$ cat src/rtl/cci_test_fiu_flow_throttle.sv
// Forced almost-full generator for the test AFU FIU flow-control layer.
// Combines per-channel occupancy limits (with slack and hysteresis) and a shared duty-cycle throttle.
module cci_test_fiu_flow_throttle #(
    parameter int unsigned MAX_ACTIVE_LINES = 512,
    parameter int unsigned CNT_WIDTH        = $clog2(MAX_ACTIVE_LINES) + 1,
    parameter int unsigned SLACK            = 8,
    parameter int unsigned HYST             = 4
) (
    input  logic                 clk,
    input  logic                 reset,
    input  logic                 cfg_valid,
    input  logic [CNT_WIDTH-1:0] cfg_c0_limit,
    input  logic [CNT_WIDTH-1:0] cfg_c1_limit,
    input  logic [7:0]           cfg_duty_on,
    input  logic [7:0]           cfg_duty_period,
    input  logic [CNT_WIDTH-1:0] c0ActiveLines,
    input  logic [CNT_WIDTH-1:0] c1ActiveLines,
    input  logic                 stats_clear,
    output logic                 c0ForceAlmFull,
    output logic                 c1ForceAlmFull,
    output logic [31:0]          c0_throttle_cycles,
    output logic [31:0]          c1_throttle_cycles
);

    localparam int unsigned    TW      = CNT_WIDTH + 1;
    localparam logic [TW-1:0]  SLACK_T = TW'(SLACK);
    localparam logic [TW-1:0]  HYST_T  = TW'(HYST);

    typedef enum logic {
        PASS = 1'b0,
        HOLD = 1'b1
    } state_e;

    // Thresholds use one extra bit so limit - SLACK can never wrap.
    function automatic state_e fsm_next(input state_e                 s,
                                        input logic [CNT_WIDTH-1:0] limit,
                                        input logic [CNT_WIDTH-1:0] active);
        logic [TW-1:0] lim_x;
        logic [TW-1:0] act_x;
        logic [TW-1:0] hi;
        logic [TW-1:0] lo;
        state_e        nxt;
        lim_x = {1'b0, limit};
        act_x = {1'b0, active};
        hi    = (lim_x > SLACK_T) ? lim_x - SLACK_T : TW'(1);
        lo    = (hi > HYST_T) ? hi - HYST_T : '0;
        nxt   = s;
        if (s == PASS) begin
            if (limit != '0 && act_x >= hi) nxt = HOLD;
        end else begin
            if (limit == '0 || act_x <= lo) nxt = PASS;
        end
        return nxt;
    endfunction

    function automatic logic [31:0] stats_next(input logic        clear,
                                               input logic        inc,
                                               input logic [31:0] cnt);
        logic [31:0] nxt;
        nxt = cnt;
        if (clear)                   nxt = '0;
        else if (inc && cnt != '1)   nxt = cnt + 32'd1;
        return nxt;
    endfunction

    logic [CNT_WIDTH-1:0] c0_limit_q, c1_limit_q;
    logic [7:0]           duty_on_q, duty_period_q;
    logic [7:0]           duty_cnt_q, duty_cnt_d;
    logic [8:0]           duty_cnt_inc;
    logic                 duty_off_d;
    state_e               c0_state_q, c0_state_d;
    state_e               c1_state_q, c1_state_d;
    logic                 c0_force_q, c1_force_q;
    logic [31:0]          c0_stats_q, c0_stats_d;
    logic [31:0]          c1_stats_q, c1_stats_d;

    always_comb begin
        duty_cnt_inc = {1'b0, duty_cnt_q} + 9'd1;
        duty_cnt_d   = '0;
        if (!cfg_valid && duty_period_q != '0 && duty_cnt_inc < {1'b0, duty_period_q})
            duty_cnt_d = duty_cnt_inc[7:0];
        duty_off_d = (duty_period_q != '0) && (duty_cnt_d >= duty_on_q);

        c0_state_d = fsm_next(c0_state_q, c0_limit_q, c0ActiveLines);
        c1_state_d = fsm_next(c1_state_q, c1_limit_q, c1ActiveLines);

        c0_stats_d = stats_next(stats_clear, c0_force_q, c0_stats_q);
        c1_stats_d = stats_next(stats_clear, c1_force_q, c1_stats_q);
    end

    always_ff @(posedge clk or posedge reset) begin
        if (reset) begin
            c0_limit_q    <= '0;
            c1_limit_q    <= '0;
            duty_on_q     <= '0;
            duty_period_q <= '0;
            duty_cnt_q    <= '0;
            c0_state_q    <= PASS;
            c1_state_q    <= PASS;
            c0_force_q    <= 1'b0;
            c1_force_q    <= 1'b0;
            c0_stats_q    <= '0;
            c1_stats_q    <= '0;
        end else begin
            if (cfg_valid) begin
                c0_limit_q    <= cfg_c0_limit;
                c1_limit_q    <= cfg_c1_limit;
                duty_on_q     <= cfg_duty_on;
                duty_period_q <= cfg_duty_period;
            end
            duty_cnt_q <= duty_cnt_d;
            c0_state_q <= c0_state_d;
            c1_state_q <= c1_state_d;
            c0_force_q <= (c0_state_d == HOLD) | duty_off_d;
            c1_force_q <= (c1_state_d == HOLD) | duty_off_d;
            c0_stats_q <= c0_stats_d;
            c1_stats_q <= c1_stats_d;
        end
    end

    assign c0ForceAlmFull     = c0_force_q;
    assign c1ForceAlmFull     = c1_force_q;
    assign c0_throttle_cycles = c0_stats_q;
    assign c1_throttle_cycles = c1_stats_q;

endmodule
$ cat config.mk
export PLATFORM = sky130hd
export DESIGN_NAME = cci_test_fiu_flow_throttle
export DESIGN_NICKNAME = d
export VERILOG_FILES = /design/src/rtl/cci_test_fiu_flow_throttle.sv
export SDC_FILE = /design/constraint.sdc
export NUM_CORES = 1
export LEC_CHECK = 0
export CORE_MARGIN = 10
export CORE_UTILIZATION = 49
export DETAILED_ROUTE_END_ITERATION = 10
export PLACE_DENSITY_LB_ADDON = 0.2
export SYNTH_ARGS = -nofsm -noshare
export SYNTH_HDL_FRONTEND = slang
export SYNTH_SLANG_ARGS = --single-unit
$ cat constraint.sdc
create_clock -name clk -period 3.3 [get_ports clk]
set_input_delay 0.495 -clock clk [delete_from_list [all_inputs] [get_ports clk]]
set_output_delay 0.495 -clock clk [all_outputs]
set_load 0.05 [all_outputs]
# Word level (Yosys, flattened, before mapping)

Index checks and enable logic that the tools add are counted.

Register bits after elaboration: 112
Input bits: 60
Output and inout bits: 66

Add/sub/neg operators: 7
Order comparisons: 10
Equality and inequality tests: 2
Multiplexer cells: 15
Bitwise logic cells: 2
Reductions and logical operators: 17

Operator list:

| cell                  | number |
|---|---|
| $mux 32               | 4 |
| $add 32x1->32 const B | 2 |
| $ne 32x32->1 const B  | 2 |
| $mux 11               | 4 |
| $ge 10x11->1          | 2 |
| $gt 11x3->1 const B   | 2 |
| $le 10x11->1          | 2 |
| $sub 10x4->11 const B | 2 |
| $sub 11x3->11 const B | 2 |
| $gt 10x4->1 const B   | 2 |
| $logic_not 10->1      | 2 |
| $reduce_bool 10->1    | 2 |
| $add 8x1->9 const B   | 1 |
| $lt 9x8->1            | 1 |
| $ge 8x8->1            | 1 |
| $mux 8                | 1 |
| $reduce_bool 8->1     | 1 |
| $logic_and 1x1->1     | 7 |
| $mux 1                | 6 |
| $reduce_bool 2->1     | 2 |
| $logic_or 1x1->1      | 2 |
| $or 1x1->1            | 2 |
| $logic_not 1->1       | 1 |

# Depth between registers and ports, before layout

Depth in word-level cells: 9
Depth in mapped cells: 20
Gate-level depth less buffers: 19

# Worst setup path after synthesis

OpenSTA, ideal clock, no wires.

Path type: flip-flop to flip-flop
Start point: register c1_limit_q[6]
End point: register c1_force_q (netlist: c1ForceAlmFull)
Setup time: 149 ps
Arrival time: 3490 ps
Path slack: -338 ps
Stages on the path, launching flop included: 19
Buffers on the path: 2
Cells stage by stage: dfrtp_1 clkbuf_1 or4_1 or3_1 clkbuf_1 nand2_1 inv_1 ha_1 a21oi_1 nor2_1 a41o_1 nand2_1 nand2_1 ha_1 a21o_1 a21oi_1 o2111ai_1 nand4_1 o221ai_1

Word-level cells in the longest chain between the ends: 9
Elaborated cells between the ends (all ways): 16

Ends and longest elaborated chain:

| item                                         | RTL line | RTL |
|---|---|---|
| start, declared                              | 66       | `logic [CNT_WIDTH-1:0] c0_limit_q, c1_limit_q;` |
| start signal, assigned                       | 107      | `c1_limit_q <= cfg_c1_limit;` |
| $sub 10x4->11 or $gt 10x4->1 (tied branches) | 45       | `hi = (lim_x > SLACK_T) ? lim_x - SLACK_T : TW'(1);` |
| $mux 11                                      | 45       |  |
| $sub 11x3->11 or $gt 11x3->1 (tied branches) | 46       | `lo = (hi > HYST_T) ? hi - HYST_T : '0;` |
| $mux 11                                      | 46       |  |
| $le 10x11->1                                 | 51       | `if (limit == '0 \|\| act_x <= lo) nxt = PASS;` |
| $logic_or 1x1->1                             | 51       |  |
| $mux 1                                       | 51       |  |
| $mux 1 (*)                                   | 48       | `if (s == PASS) begin` |
| $or 1x1->1 (*)                               | 115      | `c1_force_q <= (c1_state_d == HOLD) \| duty_off_d;` |
| end signal, assigned                         | 115      |  |
| end, declared                                | 73       | `logic c0_force_q, c1_force_q;` |

Mark *: on every way between the ends. The rest lies on a longest branch, timed or not.
A chain may end at the register's enable or synchronous reset.

# Final worst setup path

Start point: register c1_limit_q[7]
End point: register c1_force_q (netlist: c1ForceAlmFull)

Same word-level chain as after synthesis.

==> metrics.cfg <==
[synth]
synthTopCellsByArea=dfrtp_1 (39%), ha_1 (11%), xnor2_1 (4.5%), nand2_1 (4.4%), nor2_1 (4.3%)
yosys.area_share.simple_pct=24.2
synth.distinct_cells=64
synth_edf_count=0
syn_area_um2=7270
yosys.area_share.adder_pct=11.0
synth_area_per_cell_um2=9.00
synth_common_cells=dfrtp_1 (112), nand2_1 (86), nor2_1 (83), ha_1 (64), o21ai_0 (49)
synthCells=808
synth_top_family_by_area=simple AND/OR/NAND/NOR gates
synth_nets=932
ys_seq_area_share_pct=38.5
yosys_warnings=0
ys_ff_latch=112
synth_ff_type=dfrtp_1
synth_compound_area_share_pct=12.0
yosys.cell_count.top_type=dfrtp_1
yosysTopAreaCellShare_pct=38.5
synthXorXnorAreaFrac_pct=7.95
synth_top_area_cell=dfrtp_1
synth.area.mux_share_pct=3.06
async_reset_ff_share_pct=100

[critical_path]
critical-path-slowest-cell=or4_4
r2r_slack_ps=-120
critical_path_buf_inv_count=3
worstPathArrival_ps=3640
crit_top_cell=nand2_4
crit_path_start_kind=register
cp_max_fo=6
max_stage_delay_ps=540
end_kind=register
cp_cell_sequence=or4_4 -> or3_4 -> nand2_4 -> inv_2 -> ha_4 -> a21oi_2 -> nor2_2 -> a41o_1 -> nand2_4 -> buf_6 -> buf_4 -> nand2_1 -> ha_1 -> nand3_2 -> nor3_2 -> a21oi_1 -> nand4_1 -> o221ai_2
crit_required_ps=3520
critical_path_class=reg2reg
cp_top_family=simple AND/OR/NAND/NOR gates

[routing]
vias=6432
drt-total-wl_um=18500
drt_iter0_drc=392
dr.pass1.iters=4
drc=0
wl_per_cell_um=15.7
via_per_inst=5.45
detail-route-antenna-nets=0

[worst_hold_path]
hold_path.class=reg2reg

[layout]
antennaDiodeCount=0
fill_cells=1196
regArea_um2=2800
drive_above_1_share_pct=16.2
area_growth_pct=34.0
layoutNonFillerInstCount=1181
multiInputGateArea_um2=4460
final_nets=1116

[timing]
slew_headroom_pct=33.3
timing.final.crit_period_ps=3420
fin_skew_ps=7.56
fin_crit_sh_pct=104
setup_viol=3
slew_violations=0
tightest_slew_ps=995
fin_ws_ps=-123
fmax_ghz=0.292
hold_viol=0
rsz0062_at_grt=true

[die]
dieArea_um2=20100
die_x_um=142
rows=44
start_util_pct=50.1
pin_count=126
core_area_um2=14500
dieHeight_um=142

[clock_network]
clk_pin_slew_ps=70
clock_latency_ps=360
clockRootBuffer=clkbuf_16
hold_buffers=0
cts_buffers=9
ctsHtreeMaxLevel=3
cts_sinks=112
cts_tree=yes
clockBufferDepth=2

[outcome]
violations=negative setup slack
status=finished, violations left

[placed_design]
io_buffers=125
gp_congestion=0.915
placedCellCount=1162
dp_slack_ps=-350
hpwl_um=14000

[pwr]
vdd_drop_max_mv=0.293
report.power.total_mw=3.79
static-leakage-power_nw=4.23
power_density_nw_per_um2=388

[flow_run]
maxCapViolations=0

[global_routing]
antenna_found_initial=0
grt_pass1_vias=6286
track_usage_pct=18.0
grt_remaining_overflow=0
grt_first_pass_wirelength_um=30400
grt_max_degree=58

[cell usage in the layout, fill, tap and decap left out, types with 5 or more instances in the layout]
cell type,Yosys,routed
nand4_1,16,16
a21oi_2,0,6
a21oi_1,34,28
buf_4,0,70
nand3_1,38,35
nand2b_1,11,10
a31oi_1,8,7
xor2_1,29,28
and4_1,5,5
nor3_1,24,22
mux2_2,18,18
clkdlybuf4s50_1,0,123
xnor2_1,37,36
ha_1,64,58
o21ai_0,49,43
inv_1,39,35
or3_1,15,14
nor3b_1,5,5
and2_1,6,6
and3_1,9,9
nor2_1,83,81
nor2b_1,10,10
nor4_1,8,8
a21o_1,6,6
nand2_1,86,83
clkbuf_16,0,9
dfrtp_1,112,112
[through the flow]
stage	utilization, %	TNS, ps	instance area [um^2]	hold slack [ps]
floorplan	-	-47.8	7370	479
global placement	63.6	-372	9250	508
detailed placement	63.6	-726	9250	509
CTS	66.2	-110	9620	531
global route	67.1	-741	9750	556
finish	67.1	-297	9750	526
[worst reg2reg max path, delay by kind of cell (launching register included)]
family | cells | cell delay (ps)
buffers and inverters | 3 | 260
and+or+nand+nor | 9 | 1690
adders and majority gates | 2 | 460
DFF | 1 | 380
AOI/OAI and AO/OA | 4 | 500
[cells by family after synthesis]
kind of cell	count (synthesis)
flip-flops	112
adder cells (fa/ha/maj)	64
buffers and inverters	63
multiplexers	20
XOR/XNOR	66
AND/OR/NAND/NOR	342
AO/OA/AOI/OAI	141
[power breakdown]
group	switching, mW	total, mW	internal [mW]
registers	0.0877	1.55	1.46
clock network	0.512	1.13	0.616
logic	0.597	1.11	0.512
total	1.20	3.79	2.59
[sequential cells by signal (all words and copies together) (netlist names)]
signal / count
c0_state_q: 1
c1_throttle_cycles: 32
c1_state_q: 1
c0ForceAlmFull: 1
duty_period_q: 8
c1_limit_q: 10
c1ForceAlmFull: 1
c0_limit_q: 10
c0_throttle_cycles: 32
duty_cnt_q: 8
duty_on_q: 8
[repair_timing]
item                                    CTS  global route
endpoints found under the setup margin    4             4
buffers inserted                          0             3
cloned                                    0             0
pin swaps                                12            23
endpoints found under the hold margin     0             0
gates resized for setup                  15            27
[per-layer routing]
| metal | vias up | part of all wire [%] | track usage [%] |
|---|---|---|---|
| met5 | - | 0 | 0 |
| met4 | 0 | 1.5 | 4.95 |
| li1 | 3234 | - | - |
| met3 | 21 | 5.5 | 4.61 |
| met2 | 121 | 50 | 31.0 |
| met1 | 3056 | 43 | 21.8 |
[cell type report]
cell class,instances,share of cell area (%)
clock buffers,11,2.49
clock inverters,5,0.655
inverters,39,1.54
multi-input cells,633,45.7
flip-flops and latches,112,28.8
well taps,184,2.36
repair buffers,197,18.4
[worst paths after layout]
kind,startpoint,endpoint,cells after the start
max,c1_limit_q[7],c1ForceAlmFull,18
min,duty_on_q[7],duty_on_q[7],2
max reg2reg,c1_limit_q[7],c1ForceAlmFull,18
max in group asynchronous,reset,c0_limit_q[7],3
min in group asynchronous,reset,duty_period_q[4],2
min reg2reg,duty_on_q[7],duty_on_q[7],2
Note: power is estimated with default switching activity, not from simulation.
